===== src/rtl/hc_wide_add_seq.sv =====
// Wide add/sub sequencer: one 16-bit Han-Carlson core is reused over NCHUNK
// slices, rippling the carry through a register between cycles.

module hc_add16 (
    input  logic [15:0] a_i,
    input  logic [15:0] b_i,
    input  logic        cin_i,
    output logic [15:0] s_o,
    output logic        cout_o
);
    logic [15:0]      prop;
    logic [5:0][15:0] g;
    logic [5:0][15:0] p;

    // Odd bits form a Kogge-Stone tree; even bits resolve in one extra level.
    always_comb begin
        // NOTE: every combinational output gets a default first so no path can infer a latch.
        g    = '0;
        p    = '0;
        prop = a_i ^ b_i;
        g[0] = a_i & b_i;
        p[0] = prop;
        g[0][0] = g[0][0] | (p[0][0] & cin_i);
        for (int lvl = 1; lvl <= 4; lvl++) begin
            g[lvl] = g[lvl-1];
            p[lvl] = p[lvl-1];
            for (int i = 1; i < 16; i += 2) begin
                if (i >= (1 << (lvl - 1))) begin
                    g[lvl][i] = g[lvl-1][i] | (p[lvl-1][i] & g[lvl-1][i - (1 << (lvl - 1))]);
                    p[lvl][i] = p[lvl-1][i] & p[lvl-1][i - (1 << (lvl - 1))];
                end
            end
        end
        g[5] = g[4];
        p[5] = p[4];
        for (int i = 2; i < 16; i += 2) begin
            g[5][i] = g[4][i] | (p[4][i] & g[4][i-1]);
        end
    end

    assign s_o    = prop ^ {g[5][14:0], cin_i};
    assign cout_o = g[5][15];
endmodule

module hc_wide_add_seq #(
    parameter int NCHUNK = 4
) (
    input  logic                 clk,
    input  logic                 rst_n,
    input  logic                 in_valid,
    output logic                 in_ready,
    input  logic [16*NCHUNK-1:0] in_a,
    input  logic [16*NCHUNK-1:0] in_b,
    input  logic                 in_cin,
    input  logic                 in_sub,
    output logic                 out_valid,
    input  logic                 out_ready,
    output logic [16*NCHUNK-1:0] out_sum,
    output logic                 out_cout,
    output logic                 out_ovf,
    output logic                 busy
);
    localparam int DW = 16 * NCHUNK;
    localparam int CW = (NCHUNK > 1) ? $clog2(NCHUNK) : 1;
    localparam logic [CW-1:0] CNT_LAST = CW'(NCHUNK - 1);

    localparam logic [1:0] S_IDLE = 2'd0;
    localparam logic [1:0] S_RUN  = 2'd1;
    localparam logic [1:0] S_DONE = 2'd2;

    logic [1:0]    state_q, state_d;
    logic [CW-1:0] cnt_q, cnt_d;
    logic          carry_q, carry_d;
    logic [DW-1:0] a_q, a_d;
    logic [DW-1:0] b_q, b_d;
    logic [DW-1:0] sum_q, sum_d;
    logic          cout_q, cout_d;
    logic          ovf_q, ovf_d;

    logic [15:0]   a_sl, b_sl, core_s;
    logic          core_cout;

    always_comb begin
        a_sl = '0;
        b_sl = '0;
        for (int k = 0; k < NCHUNK; k++) begin
            if (cnt_q == CW'(k)) begin
                a_sl = a_q[16*k +: 16];
                b_sl = b_q[16*k +: 16];
            end
        end
    end

    hc_add16 u_core (
        .a_i    (a_sl),
        .b_i    (b_sl),
        .cin_i  (carry_q),
        .s_o    (core_s),
        .cout_o (core_cout)
    );

    // B is stored already inverted for subtraction, so RUN only ever adds.
    always_comb begin
        state_d = state_q;
        cnt_d   = cnt_q;
        carry_d = carry_q;
        a_d     = a_q;
        b_d     = b_q;
        sum_d   = sum_q;
        cout_d  = cout_q;
        ovf_d   = ovf_q;
        case (state_q)
            S_IDLE: begin
                if (in_valid) begin
                    a_d     = in_a;
                    b_d     = in_sub ? ~in_b : in_b;
                    carry_d = in_sub ? 1'b1 : in_cin;
                    cnt_d   = '0;
                    state_d = S_RUN;
                end
            end
            S_RUN: begin
                for (int k = 0; k < NCHUNK; k++) begin
                    if (cnt_q == CW'(k)) sum_d[16*k +: 16] = core_s;
                end
                carry_d = core_cout;
                if (cnt_q == CNT_LAST) begin
                    cout_d  = core_cout;
                    ovf_d   = (a_q[DW-1] == b_q[DW-1]) && (core_s[15] != a_q[DW-1]);
                    state_d = S_DONE;
                end else begin
                    cnt_d = cnt_q + 1'b1;
                end
            end
            S_DONE: begin
                if (out_ready) state_d = S_IDLE;
            end
            default: state_d = S_IDLE;
        endcase
    end

    // NOTE: operand and result registers are reset too, so outputs read as zero right after reset.
    always_ff @(posedge clk or negedge rst_n) begin
        if (!rst_n) begin
            state_q <= S_IDLE;
            cnt_q   <= '0;
            carry_q <= 1'b0;
            a_q     <= '0;
            b_q     <= '0;
            sum_q   <= '0;
            cout_q  <= 1'b0;
            ovf_q   <= 1'b0;
        end else begin
            // NOTE: non-blocking assignments make every register sample the same pre-edge values.
            state_q <= state_d;
            cnt_q   <= cnt_d;
            carry_q <= carry_d;
            a_q     <= a_d;
            b_q     <= b_d;
            sum_q   <= sum_d;
            cout_q  <= cout_d;
            ovf_q   <= ovf_d;
        end
    end

    assign in_ready  = (state_q == S_IDLE);
    assign out_valid = (state_q == S_DONE);
    assign busy      = (state_q != S_IDLE);
    assign out_sum   = sum_q;
    assign out_cout  = cout_q;
    assign out_ovf   = ovf_q;
endmodule


===== config.mk =====
export PLATFORM = sky130hd
export DESIGN_NAME = hc_wide_add_seq
export DESIGN_NICKNAME = d
export VERILOG_FILES = /design/src/rtl/hc_wide_add_seq.sv
export SDC_FILE = /design/constraint.sdc
export NUM_CORES = 1
export LEC_CHECK = 0
export ABC_CLOCK_PERIOD_IN_PS = 6500
export CAP_MARGIN = 20
export CORE_ASPECT_RATIO = 0.75
export CORE_MARGIN = 5
export CORE_UTILIZATION = 50
export CTS_CLUSTER_DIAMETER = 150
export DETAILED_ROUTE_END_ITERATION = 8
export PLACE_DENSITY = 0.76
export RECOVER_POWER = 100
export SLEW_MARGIN = 20
export SYNTH_ARGS = -nofsm -noshare
export SYNTH_HDL_FRONTEND = slang
export SYNTH_SLANG_ARGS = --single-unit

===== constraint.sdc =====
create_clock -name clk -period 6.5 [get_ports clk]
set_clock_uncertainty 0.15 [all_clocks]
set_input_delay 0.975 -clock clk [delete_from_list [all_inputs] [get_ports clk]]
set_output_delay 0.975 -clock clk [all_outputs]
set_load 0.02 [all_outputs]

==> out/qor_table.md <==
| Item | Value |
| --- | --- |
| Final estimated routing congestion in global placement | 0.929 |
| Worst Setup Path Type | flip-flop to flip-flop |
| Total via count after detailed routing | 7791 |
| Clock latency of the later-clocked register in the worst-skew pair | 0.43 ns |
| Async set or reset register ratio after synthesis | 100% |
| WL final | 25700 µm |
| Violated checks | capacitance limit, slew limit |
| Clock sinks | 199 |
| Start of the worst register-to-register path | cnt_q[1]$_DFFE_PN0P_ |
| Share of Yosys cell area claimed by the top area cell type | 52.0% |
| Num rows | 43 |
| H-tree depth reported by CTS | 4 |
| Number of top-level pins | 203 |
| Worst EP arrival | 5.13 ns |
| Critical path required time | 6.68 ns |
| Height of the die | 130 µm |
| Vias in the first global route | 7597 |
| LEAKAGE | 5.63 nW |
| Starting utilization of the core area | 51.3% |
| DR vias/cell | 5.28 |
| DP HPWL | 18700 µm |
| Netlist area before placement | 9570 µm² |
| Maximum number of pins on one net before global-route repair | 101 |
| First-pass GRT wire length | 40900 µm |
| Max Buffers Root-to-Sink | 2 |
| Maximum clock rate | 202 MHz |
| Transition at the pin with the smallest max-transition slack | 4.40 ns |
| Number of buffers added by the clock tree synthesis step | 17 |
| Most common flop cell mapped by yosys | dfrtp_1 |
| Die area | 22000 µm² |
| Quantity of I/O buffers inserted on ports | 202 |
| Count leader, synth | nand2_1 |
| Resize count post-CTS | 0 |
| Cell taking the most area after synthesis | dfrtp_1 |
| Master cell of the clock root buffer | clkbuf_16 |
| Worst VDD drop | 0.266 mV |
| Slew margin rel. | -193% |
| Worst setup slack for register-to-register paths | 1.55 ns |
| Number of hold violations in the final report | 0 |
| Final Max Slew Viols | 185 |
| Share of cells above drive strength 1 | 5.30% |
| R2R cell count | 18 |
| First-pass detailed-route iteration total | 5 |
| Number of buffers inserted for hold repair after clock tree synthesis | 0 |
| Core box area | 18700 µm² |
| Number of antenna violations at the first check in global routing | 0 |
| Top cells by area in the synthesized netlist | dfrtp_1 52%, nand2_1 14%, o21ai_0 7.2%, xnor2_1 6.1%, a21oi_1 3.9% |
| End of the worst register-to-register path | out_ovf$_DFFE_PN0P_ |
| Outcome | finished, violations left |
| Worst Setup SP | cnt_q[1]$_DFFE_PN0P_ |
| Sequential element share of the synthesized area | 52.0% |
| Number of distinct library cells after synthesis | 36 |
| CTS tree | done |
| Initial drt markers | 625 |
| Worst Slack Setup Final | 1.55 ns |
| Clk pin slew, worst setup/hold paths | 0.07 ns |
| Number of nets still failing antenna checks after routing | 0 |
| Mean routed wirelength per cell | 17.4 µm |
| Count of flip-flops with a built-in enable after synthesis | 0 |
| Final setup fails | 0 |
| Number of nets in the layout | 1375 |
| Setup crit end | out_ovf$_DFFE_PN0P_ |
| Post-synthesis instance total | 1057 |
| HP Class | flip-flop to flip-flop |
| Post-route fraction of the period consumed by the critical path | 76.2% |
| Type of origin of the critical path | flip-flop |
| Maximum fanout along the worst path | 64 |
| Total global-route track usage | 23.7% |
| Detailed-route DRC error count | 0 |
| Setup bufs post-CTS | 0 |
| Final min period | 4.95 ns |
| Post-placement worst setup slack | 1.59 ns |
| Die Wd | 170 µm |
| Leftover overflow at the end of global routing | 0 |
| Register bit count reported by yosys | 199 |
| Layout overhead on the synthesized area | 28.4% |
| Total negative slack | 0 ns |
| Most common library cells after synthesis | 364 x nand2_1, 199 x dfrtp_1, 137 x o21ai_0 |
| Type of element capturing the critical path | flip-flop |
| Maximum capacitance violations | 2 |
| Synthesized Nets | 1218 |
| Power density of the placed cells | 529 nW/µm² |
| Yosys Warn Count | 0 |
| Avg Synthesized Cell Area | 9.05 µm² |
| RSZ-0062 raised after global routing | false |
## flip-flops by register name, summed over array words and instances (netlist names)
register / flops
carry_q: 1
cnt_q: 2
out_cout: 1
out_sum: 64
b_q: 64
out_ovf: 1
a_q: 64
state_q: 2
## metrics by stage
stage	power [mW]	instance area [µm²]	instances	hold WS, ns	utilization, %
global route	6.99	12300	1474	0.350	65.8
floorplan	4.18	9570	1057	0.296	-
global placement	5.31	11700	1442	0.308	62.5
detailed placement	5.42	11700	1442	0.313	62.5
CTS	6.57	12300	1474	0.333	65.9
finish	6.49	12300	1475	0.326	65.8
## final cells by class
cell class              count  area, µm²
diodes                      1       2.50
clock buffers              18        439
clock inverters            14        195
fillers                  1502       6390
inverters                   5       18.8
multi-input cells         783       4280
flip-flops and latches    199       4980
well taps                 247        309
repair buffers            208       2060
## metal layers
layer  wire length [µm]  vias to the layer above  part of all wire [%]  global-route usage, %
met5                  0                        -                     0                      0
met4                348                        0                   1.4                   5.68
met3               2200                       24                   8.5                   6.21
met2              11400                      290                    44                   35.5
met1              11800                     3692                    46                   35.0
li1                   -                     3785                     -                      -
## placed cells by master (no fill, tap or decap), types with 3 or more instances in the layout
| cell | instances |
|---|---|
| o21ai_0 | 138 |
| mux2_2 | 20 |
| clkinv_2 | 3 |
| nand2b_1 | 3 |
| clkbuf_16 | 17 |
| dlygate4sd3_1 | 70 |
| xnor2_1 | 67 |
| a21o_1 | 11 |
| buf_4 | 7 |
| clkdlybuf4s50_1 | 130 |
| ha_2 | 3 |
| dfrtp_1 | 199 |
| inv_6 | 4 |
| nand3_1 | 3 |
| bufinv_16 | 4 |
| nor2_1 | 13 |
| nand3b_1 | 30 |
| nand2_1 | 364 |
| and3_1 | 3 |
| a22oi_1 | 3 |
| a21oi_1 | 75 |
| fa_1 | 9 |
| ha_1 | 15 |
| inv_1 | 5 |
| xor2_1 | 4 |
## worst min path at each step
stage                                  from                      end  slack, ns  cells after the start
CTS                     a_q[37]$_DFFE_PN0P_      a_q[37]$_DFFE_PN0P_       0.33                      2
detailed placement      a_q[33]$_DFFE_PN0P_      a_q[33]$_DFFE_PN0P_       0.31                      2
global placement        a_q[47]$_DFFE_PN0P_      a_q[47]$_DFFE_PN0P_       0.31                      2
floorplan               a_q[30]$_DFFE_PN0P_      a_q[30]$_DFFE_PN0P_       0.30                      2
global route            a_q[44]$_DFFE_PN0P_      a_q[44]$_DFFE_PN0P_       0.35                      2
finish              out_sum[26]$_DFFE_PN0P_  out_sum[26]$_DFFE_PN0P_       0.33                      2
## where the power goes
part	switching [mW]	total, mW	internal (mW)
registers	0.342	2.16	1.82
logic	1.97	3.19	1.22
clock network	0.474	1.13	0.660
## logic make-up after synthesis
group / count (synthesis) / share of synthesized area, %
simple gates: 426 / 18.4
mux: 20 / 2.35
buf+inv: 75 / 3.32
xor+xnor: 71 / 6.50
compound gates: 239 / 13.2
fa+ha+maj: 27 / 4.24
flops: 199 / 52.0
## critical path, cell delays in order, from the launching register on
cell	delay [ns]
dfrtp_1	0.41
inv_1	0.12
ha_2	0.82
nand3b_1	0.20
a21oi_1	0.07
a21oi_1	0.13
o21ai_0	0.12
fa_1	0.43
fa_1	0.44
a21o_2	0.23
nand4_1	0.11
nand2_1	0.10
a211o_1	0.31
a31oi_1	0.25
fa_1	0.22
xor2_1	0.35
and3_1	0.21
nor2_1	0.04
o21ai_0	0.13
No activity file was read; power rests on OpenSTA's default activity.
